File: src/rtl/boton_eventos.sv
// Turns four debounced button levels into queued press/release/repeat events.
// Each button feeds a one-deep pending slot; slots drain into a 4-entry show-ahead FIFO.
module boton_eventos #(
  parameter bit          Simulate    = 1'b0,
  parameter int unsigned TickDiv     = 500000,
  parameter int unsigned HoldTicks   = 50,
  parameter int unsigned RepeatTicks = 10
) (
  input  logic       Clock,
  input  logic       Reset_n,
  input  logic [3:0] iPushBtn,
  input  logic       iEventAck,
  input  logic       iClearOverflow,
  output logic       oEventValid,
  output logic [3:0] oEventCode,
  output logic       oOverflow
);

  typedef enum logic [1:0] {IDLE, HELD, REPEAT} state_t;

  localparam int unsigned TICK_N    = Simulate ? 4 : TickDiv;
  localparam logic [19:0] TICK_LAST = 20'(TICK_N - 1);
  localparam logic [7:0]  HOLD_T    = 8'(HoldTicks);
  localparam logic [7:0]  REP_T     = 8'(RepeatTicks);
  localparam logic [1:0]  EV_PRESS   = 2'b00;
  localparam logic [1:0]  EV_RELEASE = 2'b01;
  localparam logic [1:0]  EV_REPEAT  = 2'b10;

  logic [3:0]  btn_q;
  logic [19:0] presc;
  logic        tick;
  logic [3:0]  slot_v;
  logic [1:0]  slot_t [4];
  logic [3:0]  drain;
  logic [3:0]  drop;
  logic [3:0]  fifo_mem [4];
  logic [1:0]  wr_ptr;
  logic [1:0]  rd_ptr;
  logic [2:0]  count;
  logic        pop;
  logic        push;
  logic        can_push;
  logic [1:0]  sel;
  logic [3:0]  push_code;

  assign tick        = (presc == TICK_LAST);
  assign oEventValid = (count != 3'd0);
  assign oEventCode  = oEventValid ? fifo_mem[rd_ptr] : 4'd0;
  assign pop         = oEventValid && iEventAck;
  // A full FIFO can still take a slot when the head leaves in the same cycle.
  assign can_push    = (count != 3'd4) || pop;

  always_ff @(posedge Clock or negedge Reset_n) begin
    if (!Reset_n) begin
      btn_q <= '0;
      presc <= '0;
    end else begin
      btn_q <= iPushBtn;
      presc <= tick ? 20'd0 : presc + 20'd1;
    end
  end

  genvar gi;
  generate
    for (gi = 0; gi < 4; gi++) begin : g_btn
      state_t     state;
      state_t     state_next;
      logic [7:0] cnt;
      logic [7:0] cnt_next;
      logic [7:0] cnt_inc;
      logic       press;
      logic       rel;
      logic       ev;
      logic [1:0] ev_type;
      logic       sv;
      logic [1:0] st;

      assign press   = iPushBtn[gi] & ~btn_q[gi];
      assign rel     = ~iPushBtn[gi] & btn_q[gi];
      assign cnt_inc = cnt + 8'd1;

      always_comb begin
        state_next = state;
        cnt_next   = cnt;
        ev         = 1'b0;
        ev_type    = EV_PRESS;
        case (state)
          IDLE: begin
            if (press) begin
              state_next = HELD;
              cnt_next   = 8'd0;
              ev         = 1'b1;
              ev_type    = EV_PRESS;
            end
          end
          HELD, REPEAT: begin
            // Release is checked first so it suppresses a coincident repeat.
            if (rel) begin
              state_next = IDLE;
              cnt_next   = 8'd0;
              ev         = 1'b1;
              ev_type    = EV_RELEASE;
            end else if (tick) begin
              if (cnt_inc == ((state == HELD) ? HOLD_T : REP_T)) begin
                state_next = REPEAT;
                cnt_next   = 8'd0;
                ev         = 1'b1;
                ev_type    = EV_REPEAT;
              end else begin
                cnt_next = cnt_inc;
              end
            end
          end
          default: state_next = IDLE;
        endcase
      end

      always_ff @(posedge Clock or negedge Reset_n) begin
        if (!Reset_n) begin
          state <= IDLE;
          cnt   <= '0;
          sv    <= 1'b0;
          st    <= '0;
        end else begin
          state <= state_next;
          cnt   <= cnt_next;
          if (ev && (!sv || drain[gi])) begin
            sv <= 1'b1;
            st <= ev_type;
          end else if (drain[gi]) begin
            sv <= 1'b0;
          end
        end
      end

      assign drop[gi]   = ev & sv & ~drain[gi];
      assign slot_v[gi] = sv;
      assign slot_t[gi] = st;
    end
  endgenerate

  always_comb begin
    sel = 2'd0;
    for (int i = 3; i >= 0; i--) begin
      if (slot_v[i]) sel = 2'(i);
    end
  end

  assign push      = (|slot_v) && can_push;
  assign push_code = {slot_t[sel], sel};

  always_comb begin
    drain = '0;
    if (push) drain[sel] = 1'b1;
  end

  always_ff @(posedge Clock or negedge Reset_n) begin
    if (!Reset_n) begin
      for (int i = 0; i < 4; i++) fifo_mem[i] <= '0;
      wr_ptr    <= '0;
      rd_ptr    <= '0;
      count     <= '0;
      oOverflow <= 1'b0;
    end else begin
      if (push) begin
        fifo_mem[wr_ptr] <= push_code;
        wr_ptr           <= wr_ptr + 2'd1;
      end
      if (pop) rd_ptr <= rd_ptr + 2'd1;
      if (push && !pop)      count <= count + 3'd1;
      else if (pop && !push) count <= count - 3'd1;
      if (|drop)               oOverflow <= 1'b1;
      else if (iClearOverflow) oOverflow <= 1'b0;
    end
  end

endmodule

File: config.mk
export PLATFORM = sky130hd
export DESIGN_NAME = boton_eventos
export DESIGN_NICKNAME = d
export VERILOG_FILES = /design/src/rtl/boton_eventos.sv
export SDC_FILE = /design/constraint.sdc
export NUM_CORES = 1
export LEC_CHECK = 0
export CORE_UTILIZATION = 59
export CTS_BUF_LIST = sky130_fd_sc_hd__clkbuf_4 sky130_fd_sc_hd__clkbuf_8
export DETAILED_ROUTE_END_ITERATION = 10
export GPL_TIMING_DRIVEN = 0
export PLACE_DENSITY = 0.79
export SLEW_MARGIN = 5
export SYNTH_ARGS = -nofsm -noshare
export SYNTH_HDL_FRONTEND = slang
export SYNTH_SLANG_ARGS = --single-unit
File: constraint.sdc
create_clock -name Clock -period 2.58 [get_ports Clock]
set_clock_uncertainty 0.15 [all_clocks]
set_input_delay 0.258 -clock Clock [delete_from_list [all_inputs] [get_ports Clock]]
set_output_delay 0.258 -clock Clock [all_outputs]
set_load 0.02 [all_outputs]
==> run_results.csv, run 1 <==
group,metric,value,unit
clock_network,clk_path_buf_depth,2,
run,max_cap_violations,0,
critical_path,cp-start-kind,"flip-flop",
place,dp_worst_setup_slack,-565,ps
critical_path,reg2reg_slack,-20,ps
floorplan,die_w,105,um
critical_path,cp-end-kind,"flip-flop",
critical_path,crit_fanout,8,
logic_synthesis,synth_nets,727,
layout,fill_cells,722,
layout,final_util,72.9,%
clock_network,clkTransAtPathRegs,100,ps
clock_network,cts_tree,"yes",
sta,period_needed,2600,ps
sta,tns,-54.8,ps
route,viasPerCell,6.12,
grt,grt.total_usage,27.2,%
critical_path,worst_r2r_path_depth,8,
logic_synthesis,syn_area,6280,um2
floorplan,die_h,105,um
sta,rsz0062_at_grt,"yes",
sta,fmax,384,MHz
floorplan,start_util,60.9,%
sta,drv_slew,0,
sta,hold_viol,0,
place,gp_congestion,0.867,
critical_path,critPathKind,"flip-flop to flip-flop",
sta,whs,215,ps
sta,finalSetupViolCount,3,
clock_network,htree_levels,3,
layout,final_cells,887,
power,leakage,3.24,nW
route,ant_nets,0,
route,first_pass_iters,6,
logic_synthesis,synth_edf_count,0,
layout,antenna_cells,0,
power,pwr_density_cell,746,nW/um2
sta,maxSlewHeadroom,63.5,%
hold_path,hold_class,"primary input to asynchronous set/reset pin",
layout,register_area,2520,um2
route,wl_per_cell,16.7,um
logic_synthesis,synthCells,692,
place,post_dp_cell_area,6610,um2
grt,grt_max_degree,65,
sta,tightest_slew,542,ps
logic_synthesis,syn_area_per_cell,9.08,um2
grt,grt_pass1_vias,5314,
grt,grt_overflow,0,
outcome,violations,"negative setup slack",
clock_network,clock_sinks,100,
logic_synthesis,ys_types,72,
clock_network,root_buffer,"clkbuf_8",
place,hpwl,9480,um
sta,fin_ws,-20.8,ps
critical_path,cp_data_required_time,2760,ps
route,drt_wl_total,14800,um
place,dp_cells,842,
layout,multi_input_area,3940,um2
critical_path,rr_endpoint,"g_btn[2].cnt[3]$_DFFE_PN0P_",
logic_synthesis,ys_ff_latch,100,
critical_path,rr_startpoint,"presc[1]$_DFF_PN0_",
floorplan,fp-row-count,37,
logic_synthesis,synth-async-reset-ratio,100,%
power,fin_total_pwr,5.62,mW
grt,antenna_found_initial,0,
layout,finalNetCount,781,
critical_path,arrival,2780,ps
logic_synthesis,yosysWarnings,0,
power,peakVddDrop,0.000751,V
sta,min_period_over_period,101,%
logic_synthesis,synth_ff_type,"dfrtp_1",
grt,grt_pass1_wl,24200,um
logic_synthesis,yosysSeqAreaShare,39.8,%
layout,drive_above_1_share,23.4,%
layout,design_area,7520,um2
clock_network,cts_buffers,9,
place,portBuffers,13,
route,drtIter0Drc,257,
floorplan,ioPinCount,14,
route,post-route-drc-count,0,
route,num_vias,5429,
clock_network,clk_latency,390,ps
floorplan,dieArea,11100,um2
outcome,status,"finished with violations",
layout,area_growth,19.7,%
floorplan,core,10300,um2
==> cells in the mapped netlist, drive strengths merged, types with 3 or more instances <==
cell,instances,area [um2]
buf,3,27.5
and2,13,81.3
nor3b,3,22.5
nand2,73,274
o22ai,5,31.3
o21bai,6,45.0
ha,26,325
a21o,15,113
xnor2,19,166
a32o,3,30.0
a21oi,28,140
nand2b,14,87.6
nand3b,7,52.6
a21boi,4,30.0
clkbuf,23,86.3
nor4b,4,41.3
mux2,15,169
a221oi,3,26.3
a31oi,8,50.1
inv,29,109
nand4,11,68.8
mux2i,6,60.1
a2111oi,3,45.1
nor2,60,225
or3,9,61.3
a31o,3,26.3
nand3,29,145
a22oi,5,37.5
or4,5,41.3
o21ai,54,270
a211o,4,35.0
xor2,15,131
o31ai,10,75.1
and3,6,37.5
a2bb2oi,4,35.0
nor3,15,90.1
o211ai,5,37.5
or2,6,37.5
dfrtp,100,2500
mux4,4,90.1
nand4b,3,26.3
nor2b,6,37.5
==> per-layer routing <==
layer / wire length [um] / track usage (%) / part of all wire, % / up-vias
met5: 0 / 0 / 0 / -
met4: 299 / 8.95 / 2.0 / 0
met3: 497 / 6.43 / 3.4 / 30
met2: 7860 / 49.1 / 53 / 100
met1: 6160 / 31.6 / 42 / 2699
li1: - / - / - / 2600
==> worst max path at each step <==
| stage | startpoint | endpoint | slack, ps | cells after the start |
|---|---|---|---|---|
| 3_3_place_gp | Reset_n | presc[12]$_DFF_PN0_ | -2610 | 1 |
| 3_5_place_dp | iEventAck | count[1]$_DFFE_PN0P_ | -560 | 7 |
| 5_1_grt | presc[1]$_DFF_PN0_ | g_btn[2].cnt[4]$_DFFE_PN0P_ | -110 | 8 |
| 4_1_cts | g_btn[3].state[1]$_DFFE_PN0P_ | oOverflow$_DFFE_PN0P_ | -80 | 9 |
| 6_report | presc[1]$_DFF_PN0_ | g_btn[2].cnt[3]$_DFFE_PN0P_ | -20 | 8 |
| 2_1_floorplan | g_btn[1].cnt[0]$_DFFE_PN0P_ | g_btn[1].st[1]$_DFFE_PN0P_ | 30 | 9 |
==> what timing repair did <==
action	4_1_cts	5_1_grt
endpoints found under the setup margin	67	60
buffers inserted	21	20
endpoints found under the hold margin	36	0
hold buffers	1	0
pin swaps	8	17
gates cloned	1	0
resized for setup	36	80
==> worst max-delay path, cell delays in order, from the launching register on <==
cell and delay (ps):
dfrtp_1 410, ha_4 150, nand4_1 110, or3_4 370, or3_4 360, buf_8 150, or4_4 590, nor3_2 130
a211o_1 110
==> logic make-up after synthesis <==
kind of cell    count (synthesis)  share of synthesized area (%)
simple gates                  270                           21.9
compound gates                179                           19.1
flops                         100                           39.8
buf+inv                        55                           3.54
xor+xnor                       34                           4.74
fa+ha+maj                      29                           5.81
mux                            25                           5.08
==> where the power goes <==
part	switching, mW	internal (mW)
registers	0.235	1.82
logic	1.34	1.10
clock network	0.564	0.557
==> cells in the final DEF (no fill, tap or decap), types with 5 or more instances in the layout <==
cell type        instances
ha_1                    13
clkdlybuf4s50_1          9
a21oi_1                 21
nor2_1                  54
a31oi_1                  7
dfrtp_2                 12
o22ai_1                  5
a21oi_2                  6
ha_2                     5
and2_1                  12
a21o_1                  15
o21ai_0                 39
nand3_1                 27
xor2_1                  15
mux2_2                  15
o211ai_1                 5
o21ai_2                  5
mux2i_1                  6
ha_4                     8
clkbuf_8                 9
nor2b_1                  6
xnor2_1                 19
or3_1                    7
nand2_1                 73
o31ai_1                  7
o21ai_1                 10
nand2b_1                14
clkbuf_1                 6
nor3_1                  10
nand3b_1                 7
inv_1                   25
buf_4                   40
nand4_1                 11
dfrtp_1                 88
==> layout make-up <==
class	count	area share (%)
flip-flops and latches	100	33.5
plain buffers	12	0.831
repair buffers	57	6.67
inverters	29	1.45
clock inverters	6	1.18
well taps	136	2.26
clock buffers	10	1.75
multi-input cells	537	52.4
==> flip-flops by register name (all words and copies together) (netlist names), 3 cells and up <==
signal	cells
g_btn.sv	4
fifo_mem	16
g_btn.state	8
count	3
btn_q	4
g_btn.st	8
g_btn.cnt	32
presc	20
Note: power is estimated with default switching activity, not from simulation.
==> inputs of run 2 (changes only) <==
HOLD_SLACK_MARGIN = 0.02   (was unset)
clock period = 2.1 ns   (was 2.58 ns; I/O delays follow)
==> run 2 against run 1 <==
The flow still finishes with violations (negative setup slack). Cell count rose by 6.8%. Non-clock buffer count rose by 58. Sequential cell count did not move. Routed wire length rose by 32%. Critical path depth rose by 1. Largest cell class unchanged. Power rose by 39%. Die area did not move. Utilization rose by 10 points. Sequential share of layout area fell by 4.0 points.
==> run_results.csv, run 2 (synthesis results as in run 1) <==
group,metric,value,unit
power,internal_power,4.63,mW
clock_network,clk_latency,400,ps
clock_network,cts_tree,"yes",
critical_path,slowest_delay,500,ps
power,pwr-share-clk,15.1,%
critical_path,cp-end-kind,"flip-flop",
critical_path,cp_data_required_time,2290,ps
outcome,status,"finished with violations",
floorplan,ioPinCount,14,
critical_path,cp_num_buf_inv,2,
power,p_comb_share,52.2,%
route,wl_per_cell,20.7,um
critical_path,crit_family,"simple AND/OR/NAND/NOR gates",
layout,finalNetCount,841,
sta,whs,224,ps
route,drtIter0Drc,530,
grt,antenna_found_initial,0,
clock_network,clkTransAtPathRegs,100,ps
sta,min_period_over_period,132,%
floorplan,start_util,60.9,%
route,num_vias,6285,
floorplan,die_h,105,um
hold_path,hold_class,"primary input to flip-flop",
clock_network,clock_sinks,100,
sta,tightest_slew,900,ps
layout,area_growth,36.7,%
power,sequentialPowerShare,32.7,%
sta,rsz0062_at_grt,"yes",
layout,reg_top3,"g_btn.cnt: 32 flops, presc: 20 flops, fifo_mem: 16 flops",
place,gp_congestion,0.873,
floorplan,die_w,105,um
sta,fmax,361,MHz
layout,multi_input_area,4470,um2
sta,drv_slew,0,
route,post-route-drc-count,0,
layout,register_area,2530,um2
sta,hold_viol,0,
grt,grt_overflow,0,
critical_path,arrival,2960,ps
power,p_switching,3.18,mW
sta,period_needed,2770,ps
route,ant_nets,0,
route,viasPerCell,6.64,
route,drt_wl_total,19600,um
clock_network,cts_buffers,9,
critical_path,crit_top_cell,"or3_4",
run,max_cap_violations,0,
power,leakage,3.68,nW
layout,regMostFlops,"g_btn.cnt",
clock_network,htree_levels,3,
floorplan,core,10300,um2
layout,final_cell_mix,"dfrtp_1 (79), buf_4 (76), nand2_1 (63)",
power,switching_share,40.7,%
sta,maxSlewHeadroom,39.5,%
clock_network,clk_path_buf_depth,2,
critical_path,cp_slowest_cell,"or4_4",
place,portBuffers,13,
grt,grt.total_usage,31.0,%
critical_path,cp-start-kind,"flip-flop",
layout,largest_register_ffs,32,
place,dp_cells,842,
place,hpwl,9720,um
power,peakVddDrop,0.000771,V
layout,antenna_cells,0,
outcome,violations,"negative setup slack",
power,pwr_density_cell,910,nW/um2
layout,layout_commonest_cell,"dfrtp_1",
clock_network,root_buffer,"clkbuf_8",
floorplan,fp-row-count,37,
layout,drive_above_1_share,40.3,%
sta,finalSetupViolCount,70,
power,fin_total_pwr,7.81,mW
sta,fin_ws,-667,ps
floorplan,dieArea,11100,um2
critical_path,crit_fanout,8,
critical_path,path_cells,"ha_4, nand4_1, or3_4, or3_4, buf_8, buf_12, or4_4, nor3_2, a211o_1",
layout,fill_cells,492,
route,first_pass_iters,7,
grt,grt_max_degree,56,
grt,grt_pass1_wl,27700,um
critical_path,critPathKind,"flip-flop to flip-flop",
layout,final_cells,947,
grt,grt_pass1_vias,5729,
==> run 2: cell types whose count changed in the layout (fill, tap and decap cells not counted), moves of 5 or more <==
cell | previous run | this run
buf_4 | 40 | 76
nand2_1 | 73 | 63
o21ai_1 | 10 | 20
dfrtp_1 | 88 | 79
dfrtp_2 | 12 | 21
o21ai_0 | 39 | 20
a21oi_1 | 21 | 16
buf_6 | 1 | 28
o21ai_2 | 5 | 13
nand2_2 | 0 | 7
==> run 2: timing repair <==
item,4_1_cts,5_1_grt
endpoints found under the hold margin,45,0
setup buffers,68,39
pin swaps,51,70
hold buffers,1,0
gates resized for setup,161,106
endpoints found under the setup margin,79,85
cloned,2,2
==> run 2: path summary, 6_finish.rpt <==
kind	startpoint	endpoint	slack, ps	depth (start not counted)
worst min register to register	presc[19]$_DFF_PN0_	presc[19]$_DFF_PN0_	340	1
max in group asynchronous	Reset_n	presc[10]$_DFF_PN0_	870	3
worst max-delay path	presc[0]$_DFF_PN0_	g_btn[2].cnt[3]$_DFFE_PN0P_	-670	9
min in group asynchronous	Reset_n	g_btn[2].cnt[3]$_DFFE_PN0P_	230	2
worst min-delay path	iPushBtn[2]	btn_q[2]$_DFF_PN0_	220	1
worst max register to register	presc[0]$_DFF_PN0_	g_btn[2].cnt[3]$_DFFE_PN0P_	-670	9
==> run 2: layout make-up <==
type,instances,share of cell area [%]
Timing Repair Buffer,117,12.3
Tap cell,136,1.98
Sequential cell,100,29.4
Multi-Input combinational cell,539,52.1
Clock buffer,10,1.53
Buffer,10,0.903
Clock inverter,6,0.466
Inverter,29,1.27
==> run 2: stage by stage <==
stage	area (um2)	setup slack, ps	util, %	setup TNS (ps)
2_1_floorplan	6440	-396	-	-9590
3_3_place_gp	6740	-3390	65.3	-337960
3_5_place_dp	6770	-778	65.6	-39070
4_1_cts	7940	-527	76.9	-18450
5_1_grt	8590	-731	83.2	-33000
6_report	8590	-667	83.2	-27960
==> run 2: power by group through the flow <==
stage / logic [mW] / clock network [mW] / registers [mW]
3_3_place_gp: 2.64 / 0 / 2.48
6_report: 4.08 / 1.18 / 2.56
5_1_grt: 4.33 / 1.25 / 2.59
2_1_floorplan: 2.15 / 0 / 2.44
4_1_cts: 3.29 / 1.17 / 2.53
3_5_place_dp: 2.79 / 0 / 2.50
==> run 2: layer usage <==
metal	up-vias	share of wire, %	track usage [%]
met3	111	6.9	6.18
li1	2724	-	-
met4	0	5.2	10.4
met5	-	0	0
met2	382	50	53.9
met1	3068	38	38.6
